File: config.mk
export PLATFORM = sky130hd
export DESIGN_NAME = arb_rr4_ctrl
export DESIGN_NICKNAME = d
export VERILOG_FILES = /design/src/rtl/arb_rr4_ctrl.sv
export SDC_FILE = /design/constraint.sdc
export NUM_CORES = 1
export LEC_CHECK = 0
export CAP_MARGIN = 10
export CORE_UTILIZATION = 41
export CTS_CLUSTER_SIZE = 12
export DETAILED_ROUTE_END_ITERATION = 10
export PLACE_DENSITY = 0.72
export SYNTH_ARGS = -nofsm -noshare
export SYNTH_HDL_FRONTEND = slang
export SYNTH_SLANG_ARGS = --single-unit
File: constraint.sdc
create_clock -name clk -period 2.2 [get_ports clk]
set_clock_uncertainty 0.05 [all_clocks]
set_input_delay 0.44 -clock clk [delete_from_list [all_inputs] [get_ports clk]]
set_output_delay 0.44 -clock clk [all_outputs]
set_load 0.02 [all_outputs]
File: src/rtl/arb_rr4_ctrl.sv
// arb_rr4_ctrl: 4-way round-robin arbiter; an owner holds its grant until it
// signals done or drops its request. Define ARB_RR4_TIMEOUT_EN to add a
// hold counter that forces release after MAX_HOLD+1 busy cycles and pulses tmo.
module arb_rr4_ctrl #(
    parameter int MAX_HOLD = 15
) (
    input  logic       clk,
    input  logic       rst_n,
    input  logic [3:0] req,
    input  logic       done,
    output logic [3:0] gnt,
    output logic [1:0] gnt_id,
    output logic       gnt_v,
    output logic       tmo
);
    typedef enum logic {IDLE, BUSY} state_t;
    state_t     state_q, state_d;
    logic [1:0] ptr_q, ptr_d;
    logic [3:0] gnt_q, gnt_d;
    logic [3:0] rot;
    logic [1:0] win;
    logic       rel;
    logic       stop;
`ifdef ARB_RR4_TIMEOUT_EN
    logic [3:0] cnt_q, cnt_d;
    logic       tmo_q, tmo_d;
    logic       hit;
`endif
    // State register, pointer, grant and optional hold counter
    always_ff @(posedge clk or negedge rst_n) begin
        if (!rst_n) begin
            state_q <= IDLE;
            ptr_q   <= 2'd0;
            gnt_q   <= 4'd0;
`ifdef ARB_RR4_TIMEOUT_EN
            cnt_q   <= 4'd0;
            tmo_q   <= 1'b0;
`endif
        end else begin
            state_q <= state_d;
            ptr_q   <= ptr_d;
            gnt_q   <= gnt_d;
`ifdef ARB_RR4_TIMEOUT_EN
            cnt_q   <= cnt_d;
            tmo_q   <= tmo_d;
`endif
        end
    end
    // Next state: rotate requests so index ptr lands at bit 0, pick lowest set bit
    always_comb begin
        rot     = 4'({req, req} >> ptr_q);
        win     = ptr_q + (rot[0] ? 2'd0 : rot[1] ? 2'd1 : rot[2] ? 2'd2 : 2'd3);
        rel     = done | ~req[gnt_id];
        state_d = state_q;
        ptr_d   = ptr_q;
        gnt_d   = gnt_q;
`ifdef ARB_RR4_TIMEOUT_EN
        hit     = cnt_q == 4'(MAX_HOLD);
        stop    = rel | hit;
        cnt_d   = cnt_q;
        tmo_d   = 1'b0;
`else
        stop    = rel;
`endif
        if (state_q == IDLE) begin
            if (|req) begin
                state_d = BUSY;
                gnt_d   = 4'b0001 << win;
`ifdef ARB_RR4_TIMEOUT_EN
                cnt_d   = 4'd0;
`endif
            end
        end else if (stop) begin
            state_d = IDLE;
            gnt_d   = 4'd0;
            ptr_d   = gnt_id + 2'd1;
`ifdef ARB_RR4_TIMEOUT_EN
            tmo_d   = ~rel;
`endif
        end else begin
`ifdef ARB_RR4_TIMEOUT_EN
            cnt_d   = cnt_q + 4'd1;
`endif
        end
    end
    // Outputs: id and valid are pure encodings of the registered grant
    always_comb begin
        gnt    = gnt_q;
        gnt_id = gnt_q[1] ? 2'd1 : gnt_q[2] ? 2'd2 : gnt_q[3] ? 2'd3 : 2'd0;
        gnt_v  = |gnt_q;
`ifdef ARB_RR4_TIMEOUT_EN
        tmo    = tmo_q;
`else
        tmo    = 1'b0 && MAX_HOLD > 0;
`endif
    end
endmodule
==> impl_results.md <==
* Status: complete, no violations
* Post-DP HPWL at 1.09 mm
* Post-CTS Setup Repair Bufs at 0
* Post-Syn Area at 556 sq um
* First-pass GRT wire length at 2.10 mm
* Hold Slack at 399 ps
* Final cell count without fillers at 104
* Worst-skew pair later-pin latency at 250 ps
* Syn Nets at 69
* Final WL at 1.41 mm
* Asr flop ratio synth at 100%
* Total die area at 1510 sq um
* Post-CTS Hold Buffers at 0
* Placed cell areas at 797 sq um
* Synth-to-Final Area Change at 54.1%
* Final setup viols at 0
* H-tree depth at 1
* CP max stage delay at 380 ps
* Initial antenna violation count at 0
* Total gr overflow at 0
* Placed cells at 100
* Crit. End Element: flip-flop
* VDD IR max at 0.000637 V
* Yosys top cell by area: dfrtp_1
* Slew Viols, Final at 0
* Mean post-synth cell area at 9.26 sq um
* Post-DR wirelength/cell at 13.6 microns
* Largest net degree at the start of global routing at 9
* Hold Crit Class: in2async
* Clock Path Buffers at 2
* Register area at 176 sq um
* Clock-pin slew on the worst setup and hold paths at 50 ps
* Core Box Area at 1190 sq um
* GP Congestion at 0.682
* Fill cells at 102
* Io pins at 15
* Root Driver: clkbuf_4
* Inserted Clock Buffers at 3
* Seq/Total Area, Yosys at 31.5%
* Die Y at 38.8 microns
* Final Hold Fails at 0
* Synth top cells by count: 7 x dfrtp_1, 6 x nand2_1, 6 x nor2_1, 4 x inv_1
* Vias in the first global route at 519
* Syn. warnings at 0
* Post-DR vias/cell at 5.69
* Initial detailed-routing violation count at 8
* Cells after Synth at 60
* Post-layout instance area at 856 sq um
* CP cell instances: dlygate4sd2_1 -> or3_1 -> o311ai_2 -> ha_2 -> nand2_1 -> or3_4 -> nand4_4 -> a2bb2o_4
* Largest cells by area after synthesis: dfrtp_1 32%, ha_1 4.5%, nand2_1 4.1%
* #FFs+latches synth at 7
* Startpoint types: primary input
* Drc violations at 0
* Crit Path Max Fanout at 5
* Slowest CP cell: or3_1
* Setup TNS Final at 0 ps
* Period Utilization, post-route at 97.4%
* Number of synthesized flops with an enable pin at 0
* Die width at 38.8 microns
* Layout cells sized above 1 at 34.4%
* IO buf count at 13
* Netlist cell types at 30
* Initial core utilization at 46.8%
* N_diodes at 0
* Area of the multi-input gates at 385 sq um
* First-pass DRT Iterations at 5
* Share of the synthesized area in the top cell type at 31.5%
* Top_reg_cell synth: dfrtp_1
* Final Critical Period at 2140 ps
* GRT Total Usage at 20.8%
* CP Class: in2reg
* CTS Sinks at 7
* Arr. time, crit path at 2230 ps
* Pwr/cell area at 1300 nW/um^2
* Maxcap violations at 0
* CTS tree: yes
* WP data required at 2290 ps
* # rows at 12
* Routed Antenna Nets at 0
* Maximum clock rate at 467 MHz
* Leakage at 0.394 nW
* Top-count cell post-synth: dfrtp_1
* Vias at 592
* Nets at 100
==> timing repair <==
item                       in CTS  in global routing
resized for setup              10                  7
setup endpoints to repair       4                  3
pin swaps                       2                  7
==> cell families after synthesis <==
group | count (synthesis) | share of synthesized area (%)
buffers and inverters | 6 | 6.08
other | 1 | 0.675
adders and majority gates | 2 | 4.50
muxes | 4 | 8.33
DFF | 7 | 31.5
and+or+nand+nor | 25 | 25.9
AOI/OAI and AO/OA | 15 | 23.0
==> path summary, 6_finish.rpt <==
kind	slack, ps	end	cells after the start	start
worst max-delay path	60	gnt[1]	8	req[2]
worst min-delay path	400	gnt[0]	1	rst_n
worst max register to register	70	gnt[1]	7	ptr_q[0]
worst min register to register	500	gnt[0]	1	gnt[0]
max in group asynchronous	1440	ptr_q[0]	1	rst_n
min in group clk	500	gnt[0]	1	gnt[0]
==> flip-flops by register name, summed over array words and instances (netlist names) <==
name / count
gnt: 4
state_q: 1
ptr_q: 2
==> cells in the final DEF (no fill, tap or decap), types with 2 or more instances in the layout <==
master,n
a21oi_1,2
a32o_1,2
buf_4,15
clkbuf_4,3
clkdlybuf4s50_1,9
dfrtp_1,6
dlygate4sd2_1,2
inv_1,4
mux2i_1,2
nand2_1,6
nor2_1,6
nor2b_1,2
o21ai_0,2
o311ai_2,2
or3_1,2
==> per-layer routing <==
layer  routed length [microns]  global-route usage, %  share of wire, %  vias to the layer above
li1                          -                      -                 -                      284
met1                       605                   22.3                43                      284
met2                       730                   39.6                52                       18
met5                         0                      0                 0                        -
met4                        29                   7.76               2.1                        0
met3                        48                   3.47               3.4                        6
==> layout make-up <==
cell class	count	area share, %
clock buffers	4	3.07
inverters	4	1.75
multi-input cells	47	45.0
flip-flops and latches	7	20.6
well taps	14	2.05
repair buffers	28	27.5
==> worst max-delay path, delay by kind of cell <==
family | cells | cell delay, ps
simple gates | 4 | 900
compound gates | 2 | 320
buf+inv | 1 | 290
fa+ha+maj | 1 | 280
==> through the flow <==
| step | total power [mW] | setup slack, ps | utilization, % |
|---|---|---|---|
| global route | 1.19 | -1.55 | 72.2 |
| CTS | 1.10 | 1.02 | 70.6 |
| finish | 1.11 | 57.5 | 72.2 |
| global placement | 0.925 | -562 | 67.2 |
| detailed placement | 0.942 | -593 | 67.2 |
| floorplan | 0.670 | 21.7 | - |
==> report_power, final <==
part	leakage, nW	internal, mW	switching [mW]
Combinational	0.293	0.405	0.336
Clock	0.0150	0.0691	0.0453
Sequential	0.0861	0.180	0.0789
Total	0.394	0.655	0.460
Note: power is estimated with default switching activity, not from simulation.
